## src/rtl/pci_rr_arbiter.sv

```systemverilog
// Round-robin PCI bus arbiter with bus parking, grant revocation on idle timeout
// and pre-emption signalling during a transaction.
module pci_rr_arbiter #(
  parameter int NUM_MASTERS = 4,
  parameter int PARK_MASTER = 0,
  parameter int TIMEOUT     = 16
) (
  input  logic                           clk,
  input  logic                           reset_n,
  input  logic [NUM_MASTERS-1:0]         req,
  input  logic                           frame_n,
  input  logic                           irdy_n,
  output logic [NUM_MASTERS-1:0]         gnt,
  output logic [$clog2(NUM_MASTERS)-1:0] gnt_idx,
  output logic                           parked
);

  localparam int IW = $clog2(NUM_MASTERS);
  localparam int CW = $clog2(TIMEOUT + 1);
  localparam logic [IW-1:0] PARK_IDX = IW'(PARK_MASTER);

  typedef enum logic [2:0] {S_IDLE, S_PARK, S_GRANT, S_BUSY, S_GAP} state_t;

  state_t                 state, state_nxt;
  logic [IW-1:0]          owner_nxt, last_winner, last_winner_nxt, win_idx;
  logic [CW-1:0]          cnt, cnt_nxt, cnt_inc;
  logic                   preempt, preempt_nxt;
  logic [NUM_MASTERS-1:0] gnt_nxt;
  logic                   parked_nxt;
  logic                   bus_idle, any_req, other_req;

  function automatic logic [NUM_MASTERS-1:0] onehot(input logic [IW-1:0] i);
    logic [NUM_MASTERS-1:0] v;
    v    = '0;
    v[i] = 1'b1;
    return v;
  endfunction

  // First requester strictly after the last winner, wrapping around.
  function automatic logic [IW-1:0] rr_pick(input logic [NUM_MASTERS-1:0] r,
                                            input logic [IW-1:0] lw);
    logic [IW-1:0] pick;
    logic [IW-1:0] idx;
    logic          found;
    pick  = lw;
    found = 1'b0;
    for (int i = 1; i <= NUM_MASTERS; i++) begin
      idx = IW'((int'(lw) + i) % NUM_MASTERS);
      if (!found && r[idx]) begin
        pick  = idx;
        found = 1'b1;
      end
    end
    return pick;
  endfunction

  function automatic logic [CW-1:0] sat_inc(input logic [CW-1:0] c);
    return (c == {CW{1'b1}}) ? c : c + CW'(1);
  endfunction

  assign bus_idle  = frame_n & irdy_n;
  assign any_req   = |req;
  assign win_idx   = rr_pick(req, last_winner);
  assign other_req = |(req & ~onehot(gnt_idx));
  assign cnt_inc   = sat_inc(cnt);

  always_comb begin
    state_nxt       = state;
    owner_nxt       = gnt_idx;
    last_winner_nxt = last_winner;
    cnt_nxt         = cnt;
    preempt_nxt     = preempt;
    gnt_nxt         = '0;
    parked_nxt      = 1'b0;

    unique case (state)
      S_IDLE, S_GAP: begin
        if (any_req) begin
          state_nxt       = S_GRANT;
          owner_nxt       = win_idx;
          last_winner_nxt = win_idx;
          cnt_nxt         = '0;
        end else begin
          state_nxt = S_PARK;
          owner_nxt = PARK_IDX;
        end
      end
      S_PARK: begin
        if (!frame_n) begin
          state_nxt   = S_BUSY;
          cnt_nxt     = '0;
          preempt_nxt = other_req;
        end else if (any_req) begin
          if (win_idx == PARK_IDX) begin
            state_nxt       = S_GRANT;
            last_winner_nxt = PARK_IDX;
            cnt_nxt         = '0;
          end else begin
            state_nxt = S_GAP;
          end
        end
      end
      S_GRANT: begin
        // A started transaction takes precedence over a same-edge timeout.
        if (!frame_n) begin
          state_nxt   = S_BUSY;
          cnt_nxt     = '0;
          preempt_nxt = other_req;
        end else if (bus_idle && !req[gnt_idx]) begin
          state_nxt = S_GAP;
        end else if (bus_idle) begin
          cnt_nxt = cnt_inc;
          if (cnt_inc >= CW'(TIMEOUT)) state_nxt = S_GAP;
        end
      end
      S_BUSY: begin
        preempt_nxt = preempt | other_req;
        if (bus_idle) begin
          if (any_req) begin
            state_nxt = S_GAP;
          end else begin
            state_nxt = S_PARK;
            owner_nxt = PARK_IDX;
          end
        end
      end
      default: state_nxt = S_IDLE;
    endcase

    // Outputs are decoded from the next state so they leave the register stage aligned.
    case (state_nxt)
      S_PARK: begin
        gnt_nxt    = onehot(PARK_IDX);
        parked_nxt = 1'b1;
      end
      S_GRANT: gnt_nxt = onehot(owner_nxt);
      S_BUSY:  gnt_nxt = preempt_nxt ? '0 : onehot(owner_nxt);
      default: gnt_nxt = '0;
    endcase
  end

  always_ff @(posedge clk or negedge reset_n) begin
    if (!reset_n) begin
      state       <= S_IDLE;
      gnt_idx     <= '0;
      last_winner <= IW'(NUM_MASTERS - 1);
      cnt         <= '0;
      preempt     <= 1'b0;
      gnt         <= '0;
      parked      <= 1'b0;
    end else begin
      state       <= state_nxt;
      gnt_idx     <= owner_nxt;
      last_winner <= last_winner_nxt;
      cnt         <= cnt_nxt;
      preempt     <= preempt_nxt;
      gnt         <= gnt_nxt;
      parked      <= parked_nxt;
    end
  end

endmodule

```

## config.mk

```make
export PLATFORM = sky130hd
export DESIGN_NAME = pci_rr_arbiter
export DESIGN_NICKNAME = d
export VERILOG_FILES = /design/src/rtl/pci_rr_arbiter.sv
export SDC_FILE = /design/constraint.sdc
export NUM_CORES = 1
export LEC_CHECK = 0
export CORE_MARGIN = 2
export CORE_UTILIZATION = 58
export CTS_CLUSTER_SIZE = 10
export DETAILED_ROUTE_END_ITERATION = 8
export GPL_TIMING_DRIVEN = 0
export HOLD_SLACK_MARGIN = 0.03
export PLACE_DENSITY = 0.84
export SLEW_MARGIN = 15
export SYNTH_ARGS = -nofsm -noshare
export SYNTH_HDL_FRONTEND = slang
export SYNTH_SLANG_ARGS = --single-unit
export TNS_END_PERCENT = 100
```

## constraint.sdc

```tcl
create_clock -name clk -period 3.44 [get_ports clk]
set_input_delay 0.688 -clock clk [delete_from_list [all_inputs] [get_ports clk]]
set_output_delay 0.688 -clock clk [all_outputs]
set_load 0.05 [all_outputs]
```

* Word-level counts from Yosys, hierarchy flattened
Cells that the tools add are included.
** Storage, ports and cells
- Logic and storage cells :: 116
- Bits of input ports :: 8
- Output and inout port bits :: 7
- Register bits :: 18
** Cells by class
- Muxes and demuxes :: 55
- Bitwise logic cells :: 4
- Magnitude comparators :: 9
- $add $sub $neg :: 5
- Reductions and logical operators :: 20
- Equal/unequal tests :: 16
** Operators by type and width (number)
- two-way mux 5 bit :: 8
- two-way mux 3 bit :: 9
- two-way mux 2 bit :: 12
- < comparator 2 x 3 -> 1 bit, second input constant :: 6
- one-hot mux 5 bit (3 select lines) :: 1
- == test 3 x 2 -> 1 bit, second input constant :: 4
- two-way mux 1 bit :: 12
- inequality test 3 bit, second input constant :: 4
- one-hot mux 3 bit (4 select lines) :: 1
- one-hot mux 4 bit (3 select lines) :: 1
- binary-select mux 1 bit (select 2 bit) :: 5
- inequality test 2 bit, second input constant :: 4
- one-hot mux 2 bit (2 select lines) :: 2
- OR reduction 4 bit :: 2
- == test 3 x 1 -> 1 bit, second input constant :: 2
- logical AND 1 bit :: 6
- AND reduction 6 bit :: 1
- adder 5 x 1 -> 5 bit, second input constant :: 1
- == test 5 bit, second input constant :: 1
- >= comparator 5 bit, second input constant :: 1
- AND reduction 5 bit :: 1
- adder 2 x 1 -> 2 bit, second input constant :: 2
- adder 2 bit, second input constant :: 2
- bitwise AND 4 bit :: 1
- 14 further kinds :: 20

* Depth between registers and ports, before layout
- Depth in word-level cells :: 21
- Depth in mapped cells :: 8

* Worst setup path before layout
Ideal clock, no wire load.
- Path type :: input-to-reg
- Start :: input port req[1]
- End :: register gnt[2]
- Cell stages on the path :: 6
- Path slack :: 1.210 ns
- Required time :: 3.354 ns
- Library setup time :: 0.086 ns
- Buffers on the path :: 1
- Arrival time :: 2.144 ns
- Path through :: buf_4 > or4_4 > o32a_4 > a21oi_2 > inv_1 > nor3_1
** Between the ends
- Cells in the longest elaborated chain, start to end :: 20
- Elaborated cells between the ends (all ways) :: 55
** Ends and longest elaborated chain
- from (decl) :: RTL line 10 : input logic [NUM_MASTERS-1:0] req,
- binary-select mux 1 bit (select 2 bit) :: RTL line 49 : if (!found && r[idx]) begin
- two-way mux 1 bit (not written as such) :: RTL line 49
- two-way mux 1 bit :: RTL line 49
- zero test 1 bit :: RTL line 49
- logical AND 1 bit :: RTL line 49
- two-way mux 1 bit :: RTL line 49
- zero test 1 bit :: RTL line 49
- logical AND 1 bit :: RTL line 49
- [... 6 more ...]
- named net owner_nxt[0] :: RTL line 25 : logic [IW-1:0] owner_nxt, last_winner, last_winner_nxt, win_idx;
- < comparator 2 x 3 -> 1 bit (not written as such) / >= comparator 2 x 1 -> 1 bit (equally long branches) :: RTL line 35 : v[i] = 1'b1;
- logical AND 1 bit (not written as such) :: RTL line 35
- two-way mux 1 bit (not written as such) :: RTL line 35
- demux 1 bit (select 2 bit) * :: RTL line 35
- two-way mux 4 bit :: RTL line 137 : S_BUSY: gnt_nxt = preempt_nxt ? '0 : onehot(owner_nxt);
- one-hot mux 4 bit (3 select lines) * :: RTL line 131 : case (state_nxt)
- named net gnt_nxt[2] :: RTL line 28 : logic [NUM_MASTERS-1:0] gnt_nxt;
- to (signal assigned) :: RTL line 157 : gnt <= gnt_nxt;
- to (decl) :: RTL line 13 : output logic [NUM_MASTERS-1:0] gnt,
Mark *: on every way through the listed nets, which the timed path passes. The rest lies on a longest branch. The select of a mux whose other input is x is not followed.
A chain may end at the register's enable or synchronous reset.

* Worst setup path in the final report
- Start :: input port req[2]
- End :: register gnt[2]
Same word-level chain as after synthesis.

==> out/qor.json <==
{
  "timing.final.setup_violations": {"value": 0},
  "antenna_found_initial": {"value": 0},
  "postLayoutCellArea": {"value": 0.001374, "unit": "mm²"},
  "die_width": {"value": 49.56, "unit": "µm"},
  "timing_hold_violations_final": {"value": 0},
  "synth.cells.most_frequent": {"value": "dfrtp_1 (16), nand2_1 (13), a21oi_1 (9), inv_1 (8), nor3_1 (8)"},
  "synth_edf_count": {"value": 0},
  "yosysMostFrequentCell": {"value": "dfrtp_1"},
  "worstPathBufferInverterCount": {"value": 3},
  "synth_top_area_share": {"value": 33.26, "unit": "%"},
  "dieArea": {"value": 0.002456, "unit": "mm²"},
  "asyncSetResetFlopFracSynth": {"value": 100.0, "unit": "%"},
  "holdBufCountCts": {"value": 0},
  "rsz_0062_raised_after_global_routing": {"value": "false"},
  "place_area": {"value": 0.001348, "unit": "mm²"},
  "insertion_delay": {"value": 290, "unit": "ps"},
  "initial_utilization": {"value": 61.35, "unit": "%"},
  "yosys.area.top_type": {"value": "dfrtp_1"},
  "dp_hpwl": {"value": 2.030, "unit": "mm"},
  "worst-path-stages": {"value": 7},
  "timing.fmax": {"value": 0.4006, "unit": "GHz"},
  "grt_use_total": {"value": 24.89, "unit": "%"},
  "ys_ff_latch": {"value": 18},
  "design_power_total": {"value": 1.151, "unit": "mW"},
  "crit_required": {"value": 3640, "unit": "ps"},
  "regArea": {"value": 452.9, "unit": "µm²"},
  "reg2regPathDepth": {"value": 6},
  "leftover_overflow_at_the_end_of_global_routing": {"value": 0},
  "seq_area_frac_synth": {"value": 37.63, "unit": "%"},
  "power.leakage": {"value": 0.5843, "unit": "nW"},
  "worstPathArrival": {"value": 2700, "unit": "ps"},
  "wirelength": {"value": 2.655, "unit": "mm"},
  "finClkSkew": {"value": 6.877, "unit": "ps"},
  "cts.htree.levels": {"value": 1},
  "fp.coreArea": {"value": 0.001962, "unit": "mm²"},
  "critical_path.cell_chain": {"value": "clkdlybuf4s50_1, buf_12, or4_4, o32a_4, a21oi_2, inv_1, nor3_1"},
  "grt_pass1_vias": {"value": 1048},
  "postCtsResizedCells": {"value": 0},
  "worst_slack": {"value": 943.6, "unit": "ps"},
  "critPathLaunchType": {"value": "input pin"},
  "clockRootBuffer": {"value": "clkbuf_4"},
  "worst-setup-path-type": {"value": "in -> reg"},
  "ys_warn_count": {"value": 0},
  "layoutNonFillerInstCount": {"value": 174},
  "place.gp.congestion": {"value": 0.8783},
  "ir_worst_vdd": {"value": 0.0005761, "unit": "V"},
  "post_cts_buffers": {"value": 0},
  "regToRegEndpoint": {"value": "cnt[3]"},
  "hold_path.class": {"value": "reg -> reg"},
  "finalMaxSlewViolations": {"value": 0},
  "synth_top_cells_by_area": {"value": "dfrtp_1 (33%), dfstp_2 (4.4%), nand2_1 (4.1%), a21oi_1 (3.7%), nor3_1 (3.3%)"},
  "critical-path-top-delay-family": {"value": "simple AND/OR/NAND/NOR gates"},
  "detail_route.iter0.violations": {"value": 36},
  "min_period_over_period": {"value": 72.57, "unit": "%"},
  "vias_per_cell": {"value": 6.201},
  "netlist_instances": {"value": 132},
  "num_antenna_cells": {"value": 0},
  "status": {"value": "finished clean"},
  "place_ws": {"value": 638.4, "unit": "ps"},
  "std_cell_rows": {"value": 16},
  "antenna_left": {"value": 0},
  "timing.hold.ws": {"value": 521.3, "unit": "ps"},
  "die_y": {"value": 49.56, "unit": "µm"},
  "drv.max_cap_violation_count": {"value": 0},
  "worstMarginPinSlew": {"value": 817.3, "unit": "ps"},
  "synth.lib_cells_used.distinct": {"value": 49},
  "ys.flop_type": {"value": "dfrtp_1"},
  "synth_fp_nets": {"value": 141},
  "floorplan.io_pins": {"value": 15},
  "timing.max_slew.rel_slack": {"value": 45.34, "unit": "%"},
  "grt_pass1_wl": {"value": 4.671, "unit": "mm"},
  "grt_max_degree": {"value": 19},
  "placement.io_buffers": {"value": 11},
  "critical-path-slowest-cell": {"value": "or4_4"},
  "setup.worst_path.end_class": {"value": "flop"},
  "num-fill-cells": {"value": 169},
  "post_synth_instance_area": {"value": 0.001204, "unit": "mm²"},
  "total_negative_setup_slacks": {"value": 0, "unit": "ps"},
  "post_route_cells_drive_above_1_share": {"value": 10.88, "unit": "%"},
  "reg2reg_slack": {"value": 1410, "unit": "ps"},
  "critical_path.reg2reg.startpoint": {"value": "gnt_idx[0]"},
  "cts-root-to-sink-buffers": {"value": 2},
  "timing.final.crit_period": {"value": 2496, "unit": "ps"},
  "fin_nets": {"value": 157},
  "drt_pass1_iterations": {"value": 4},
  "critical-path-max-stage-delay": {"value": 510, "unit": "ps"},
  "syn_area_per_cell": {"value": 9.119, "unit": "µm²"},
  "clk_pin_slew": {"value": 100, "unit": "ps"},
  "drc_viols": {"value": 0},
  "total_clock_sinks": {"value": 18},
  "tritoncts.num_buffers": {"value": 3},
  "multi_input_comb_area": {"value": 653.1, "unit": "µm²"},
  "routed_wire_length_per_instance": {"value": 15.26, "unit": "µm"},
  "tritoncts": {"value": "built"},
  "route.vias.total": {"value": 1079},
  "layout-area-overhead-vs-synth": {"value": 14.14, "unit": "%"},
  "critical_path_peak_fanout": {"value": 10},
  "critPathCapture": {"value": "gnt[2]"},
  "powerDensity": {"value": 838.0, "unit": "mW/mm²"},
  "cp-startpoint": {"value": "req[2]"},
  "final_core_utilization": {"value": 70.03, "unit": "%"},
  "place_inst": {"value": 170}
}
cells in the final DEF, fill, tap and decap left out, types with 2 or more instances in the layout:
master | Yosys | routed
nor2_1 | 4 | 4
clkbuf_1 | 4 | 5
nor3b_1 | 2 | 2
a311oi_1 | 2 | 2
dfstp_2 | 2 | 2
nor3_1 | 8 | 8
o22ai_1 | 2 | 2
nand2_1 | 13 | 13
inv_1 | 8 | 8
o31ai_1 | 2 | 2
a41oi_1 | 2 | 2
nand2b_1 | 5 | 5
a21bo_2 | 2 | 2
nand3_1 | 4 | 4
a31oi_1 | 4 | 4
a21oi_2 | 2 | 2
a21oi_1 | 9 | 9
o21ai_0 | 7 | 7
dfrtp_1 | 16 | 16
a21o_1 | 4 | 4
clkdlybuf4s50_1 | 0 | 11
clkbuf_4 | 0 | 3
nor4_1 | 2 | 2
kinds of logic after synthesis:
kind of cell | count (synthesis) | share of synthesized area (%)
AOI/OAI and AO/OA | 47 | 28.07
xor gates and xnor gates | 1 | 0.7278
muxes | 2 | 3.015
DFF | 18 | 37.63
adders and majority gates | 2 | 1.871
and+or+nand+nor | 46 | 20.58
buffers and inverters | 16 | 8.108
layout make-up:
type	count	area share, %
clock buffer	4	1.913
buffer	8	4.918
multi-input combinational	98	47.54
inverter	8	2.186
timing repair buffer	11	8.015
tap	27	2.459
sequential	18	32.97
worst min-delay path by stage:
stage,startpoint,to,depth (start not counted)
after floorplan,reset_n,cnt[0],0
after global placement,preempt,preempt,2
after detailed placement,cnt[3],cnt[3],1
after CTS,cnt[3],cnt[3],1
after global routing,cnt[3],cnt[3],1
final,cnt[3],cnt[3],1
power breakdown:
| part | switching (mW) | internal [mW] | leakage, nW |
|---|---|---|---|
| sequential | 0.0690 | 0.291 | 0.228 |
| combinational | 0.422 | 0.263 | 0.341 |
| clock | 0.0621 | 0.0450 | 0.0150 |
registers in the layout, summed over array words and instances (netlist names):
signal	count
state	3
gnt_idx	2
cnt	5
last_winner	2
preempt	1
gnt	4
parked	1
layer usage:
layer,track usage [%],vias up,share of wire (%)
met4,6.944,0,0.87
li1,-,535,-
met3,4.545,2,3.7
met5,0,-,0
met1,34.46,515,48
met2,40.00,27,48
Power figures use the tool's default switching activity.
